**src/rtl/f124.sv**
```systemverilog
// f124: 7442-style BCD decoder driving F = m1+m2+m4, a sticky non-BCD flag
// and a saturating hit counter. Define F124_REG_OUT_EN to register out.
module f124 #(
  parameter int CNT_W = 8
) (
  input  logic             a,
  input  logic             b,
  input  logic             c,
  input  logic             d,
  output logic             out,
  input  logic             clk,
  input  logic             rst,
  output logic [9:0]       dec_n,
  output logic             bcd_err,
  output logic [CNT_W-1:0] hit_cnt
);

  logic [3:0] n;
  logic       f;
  logic       non_bcd;

  assign n       = {a, b, c, d};
  assign non_bcd = (n > 4'd9);

  // Active-low one-of-ten decode; codes 10..15 leave every line high
  always_comb begin
    dec_n = '1;
    case (n)
      4'd0:    dec_n[0] = 1'b0;
      4'd1:    dec_n[1] = 1'b0;
      4'd2:    dec_n[2] = 1'b0;
      4'd3:    dec_n[3] = 1'b0;
      4'd4:    dec_n[4] = 1'b0;
      4'd5:    dec_n[5] = 1'b0;
      4'd6:    dec_n[6] = 1'b0;
      4'd7:    dec_n[7] = 1'b0;
      4'd8:    dec_n[8] = 1'b0;
      4'd9:    dec_n[9] = 1'b0;
      default: dec_n = '1;
    endcase
  end

  // F is the NAND of the three selected decoder lines
  assign f = ~(dec_n[1] & dec_n[2] & dec_n[4]);

`ifdef F124_REG_OUT_EN
  // Registered result: one cycle behind the inputs, cleared by reset
  always_ff @(posedge clk or posedge rst) begin
    if (rst) out <= 1'b0;
    else     out <= f;
  end
`else
  assign out = f;
`endif

  // Sticky flag for any non-BCD code seen at a clock edge
  always_ff @(posedge clk or posedge rst) begin
    if (rst)          bcd_err <= 1'b0;
    else if (non_bcd) bcd_err <= 1'b1;
  end

  // Count edges where F is true, holding at all-ones instead of wrapping
  always_ff @(posedge clk or posedge rst) begin
    if (rst)
      hit_cnt <= '0;
    else if (f && (hit_cnt != {CNT_W{1'b1}}))
      hit_cnt <= hit_cnt + {{(CNT_W-1){1'b0}}, 1'b1};
  end

endmodule

```
**config.mk**
```make
export PLATFORM = sky130hd
export DESIGN_NAME = f124
export DESIGN_NICKNAME = d
export VERILOG_FILES = /design/src/rtl/f124.sv
export SDC_FILE = /design/constraint.sdc
export NUM_CORES = 1
export LEC_CHECK = 0
export ABC_CLOCK_PERIOD_IN_PS = 2100
export CELL_PAD_IN_SITES_DETAIL_PLACEMENT = 0
export CELL_PAD_IN_SITES_GLOBAL_PLACEMENT = 2
export CORE_MARGIN = 8
export CORE_UTILIZATION = 24
export CTS_CLUSTER_SIZE = 25
export DETAILED_ROUTE_END_ITERATION = 10
export GPL_ROUTABILITY_DRIVEN = 0
export PLACE_DENSITY_LB_ADDON = 0.08
export SLEW_MARGIN = 0
export SYNTH_ARGS = -nofsm -noshare
export SYNTH_HDL_FRONTEND = slang
export SYNTH_SLANG_ARGS = --single-unit
```
**constraint.sdc**
```tcl
create_clock -name clk -period 2.1 [get_ports clk]
set_input_delay 0.42 -clock clk [delete_from_list [all_inputs] [get_ports clk]]
set_output_delay 0.42 -clock clk [all_outputs]
set_load 0.01 [all_outputs]
```
==> qor.txt, run 1 <==
CRITICAL PATH
-----------------------------------------------------------------------------------------------
Critical path type                                                                 input pin to output pin
Critical Path RT                                                                        1.68 ns
Length in cells of the worst reg-to-reg path                                                  4
Arrival time at the worst endpoint                                                      1.49 ns
Crit Path Max Fanout                                                                          4
Type of element capturing the critical path                                          output pin
Worst setup SP type                                                                   input pin

STATUS
-----------------------------------------------------------------------------------------------
Outcome                                                                            finished, final reports clean

STA
-----------------------------------------------------------------------------------------------
Final Slew Violations                                                                         0
Period utilization                                                                        91.0%
Setup TNS                                                                                  0 ns
Peak clock frequency supported by timing                                                523 MHz
Transition at the pin with the smallest max-transition slack                           0.360 ns
Number of hold violations in the final report                                                 0
Unrepaired setup endpoints after global routing                                              no
Remaining max-slew budget at the tightest pin                                             76.0%
Final period demand of the worst path                                                   1.91 ns
Final-report setup violation count                                                            0
Worst Setup Slack, final                                                               0.190 ns
Clock Skews                                                                          0.00482 ns

CTS
-----------------------------------------------------------------------------------------------
Total of cells resized after clock tree synthesis                                            17
Clk_lat worst skew                                                                      0.25 ns
Total number of H-tree levels                                                                 1
Number of buffers inserted by hold repair at cts                                              0
Setup bufs post-CTS                                                                           0
TritonCTS clock tree                                                                       done
Number of buffers inserted during clock tree synthesis                                        3
Buffer cell driving the clock tree root                                                clkbuf_4
Clock input transition at the sequential cells of the worst setup and hold paths        0.06 ns
Clock buffer depth                                                                            2
Clock Sinks                                                                                   9

DRT
-----------------------------------------------------------------------------------------------
Detail Route Antenna Nets                                                                     0
Mean routed wirelength per cell                                                         12.1 um
DRC violations left                                                                           0
Via-per-instance ratio                                                                     4.54
Total via count in the routed design                                                        554
Wirelength, routed                                                                      1480 um
Pre-Repair DR Iteration Count                                                                 4
Violation count after the first detailed-routing iteration                                   10

FLOORPLAN
-----------------------------------------------------------------------------------------------
IO Pins                                                                                      26
Die Span X                                                                              64.5 um
Die Area                                                                              4160 um^2
Height of the chip                                                                      64.5 um
Initial Utilization                                                                       25.5%
Number of core rows                                                                          17
Area of the core region                                                               2210 um^2

GLOBAL ROUTING
-----------------------------------------------------------------------------------------------
Remaining global-route overflow                                                               0
Via count of the first global-routing pass                                                  551
Overall global routing resource usage                                                     7.38%
Largest net degree at the start of global routing                                            10
Antenna violations before repair                                                              0
Global-route wire length before repair                                                  2520 um

SYNTH
-----------------------------------------------------------------------------------------------
EDFF count, synth                                                                             0
Most area-consuming cells after synthesis                                          dfrtp_1 40%, nand2_1 7.3%, mux2_4 5.3%
Synth top area share                                                                      39.9%
Most used flip-flop cell after synthesis                                                dfrtp_1
Yosys cell types                                                                             22
Most frequent cell after synthesis                                                      nand2_1
Post-Synthesis Net Count                                                                     68
Async set or reset register ratio after synthesis                                          100%
Warnings from Yosys                                                                           0
Most frequent cells after synthesis                                                11 x nand2_1, 9 x dfrtp_1, 5 x nor2_1
Register bit total from synthesis                                                             9
Syn avg cell area                                                                     9.25 um^2
Sequential element share of the synthesized area                                          39.9%
Cell type with the highest aggregate area in the netlist                                dfrtp_1
Gate Count Post-Synth                                                                        61
Mapped Area                                                                            564 um^2

CELLS AND AREA
-----------------------------------------------------------------------------------------------
Area of the multi-input gates                                                          315 um^2
Final layout net count                                                                      102
Register area                                                                          225 um^2
Ant. Diodes                                                                                   0
Ratio of cells with drive above 1 in the final layout                                     17.0%
Final Instance Count excl. Fillers                                                          122
Area growth from synthesis to final layout                                                57.9%
Fill cell instance count of the final layout                                                242

PLACEMENT
-----------------------------------------------------------------------------------------------
Placement Setup Slack                                                                 -0.192 ns
Half-perimeter wire length of the detailed placement result                             1200 um
Count of placed standard cells including taps                                               118
Count of input and output buffers                                                            25

MIN PATH
-----------------------------------------------------------------------------------------------
Tightest Hold Check Type                                                           input pin to async pin

POWER AND IR DROP
-----------------------------------------------------------------------------------------------
Total power divided by cell area                                                    858 nW/um^2
Leakage power of the design                                                            0.387 nW
Post-layout total power                                                              0.000765 W
Peak ir drop on the vdd network                                                        0.572 mV

FLOW RUN
-----------------------------------------------------------------------------------------------
Number of max-cap violations                                                                  0

[power by group]
group | switching [W] | internal [W] | leakage, nW
registers | 0.0000818 | 0.000229 | 0.110
logic | 0.000129 | 0.000195 | 0.262
clock network | 0.0000563 | 0.0000730 | 0.0150
[per-layer routing]
| metal | part of all wire (%) | vias up | track usage, % |
|---|---|---|---|
| met2 | 42 | 15 | 10.8 |
| met5 | 0 | - | 0 |
| met1 | 48 | 259 | 9.02 |
| met3 | 8.3 | 2 | 4.47 |
| met4 | 0.95 | 0 | 1.63 |
| li1 | - | 278 | - |
[sequential cells by signal, indices dropped and copies added, names as in the netlist]
register / cells
hit_cnt: 8
bcd_err: 1
[worst max-delay path: stages]
cell             delay (ns)
clkdlybuf4s50_1        0.46
nor2b_1                0.13
buf_4                  0.13
nand3_1                0.07
dlygate4sd2_1          0.28
[stage by stage]
stage	hold slack, ns	instance area, um^2	utilization, %
4_1_cts	0.437	891	40.3
2_1_floorplan	0.248	564	-
3_3_place_gp	0.450	872	39.4
3_5_place_dp	0.460	872	39.4
5_1_grt	0.462	891	40.3
6_report	0.438	891	40.3
[cells in the final DEF, fill, tap and decap left out, types with 2 or more instances in the layout]
cell	Yosys	layout
mux2_4	2	2
nand2_1	11	11
nor2b_1	4	3
inv_1	3	3
xor2_1	2	2
clkdlybuf4s50_1	0	11
buf_4	0	6
a31oi_1	3	3
nand4_2	2	2
a21oi_1	3	3
nor2_1	5	4
dfrtp_1	9	9
dlygate4sd2_1	0	14
nand3_1	4	4
o21ai_0	2	2
clkbuf_4	0	3
[cells by family (layout without fill, tap and decap cells)]
group | Yosys count | in the layout | synth area share, %
flip-flops | 9 | 9 | 39.9
adder cells (fa/ha/maj) | 1 | 1 | 2.22
AND/OR/NAND/NOR | 29 | 29 | 26.4
multiplexers | 3 | 3 | 7.32
AO/OA/AOI/OAI | 11 | 11 | 13.5
XOR/XNOR | 3 | 3 | 4.66
buffers and inverters | 5 | 38 | 5.99
[area by class of cell]
cell class | instances | area share, %
Clock buffer | 4 | 2.95
Sequential cell | 9 | 25.3
Timing Repair Buffer | 31 | 31.2
Multi-Input combinational cell | 47 | 35.4
Tap cell | 28 | 3.93
Inverter | 3 | 1.26
[worst paths after layout]
check,end,from,slack [ns]
setup reg to reg,hit_cnt[1],hit_cnt[0],0.51
max in group asynchronous,hit_cnt[5],rst,1.40
min in group clk,bcd_err,bcd_err,0.47
setup / recovery,dec_n[7],a,0.19
hold reg to reg,bcd_err,bcd_err,0.47
hold / removal,hit_cnt[4],rst,0.44
Power figures use the tool's default switching activity.
==> run 2: changes to the inputs <==
CAP_MARGIN = 20   (was not set)
==> results of run 2 <==
No change in the layout: final DEF, timing and power equal those of run 1.
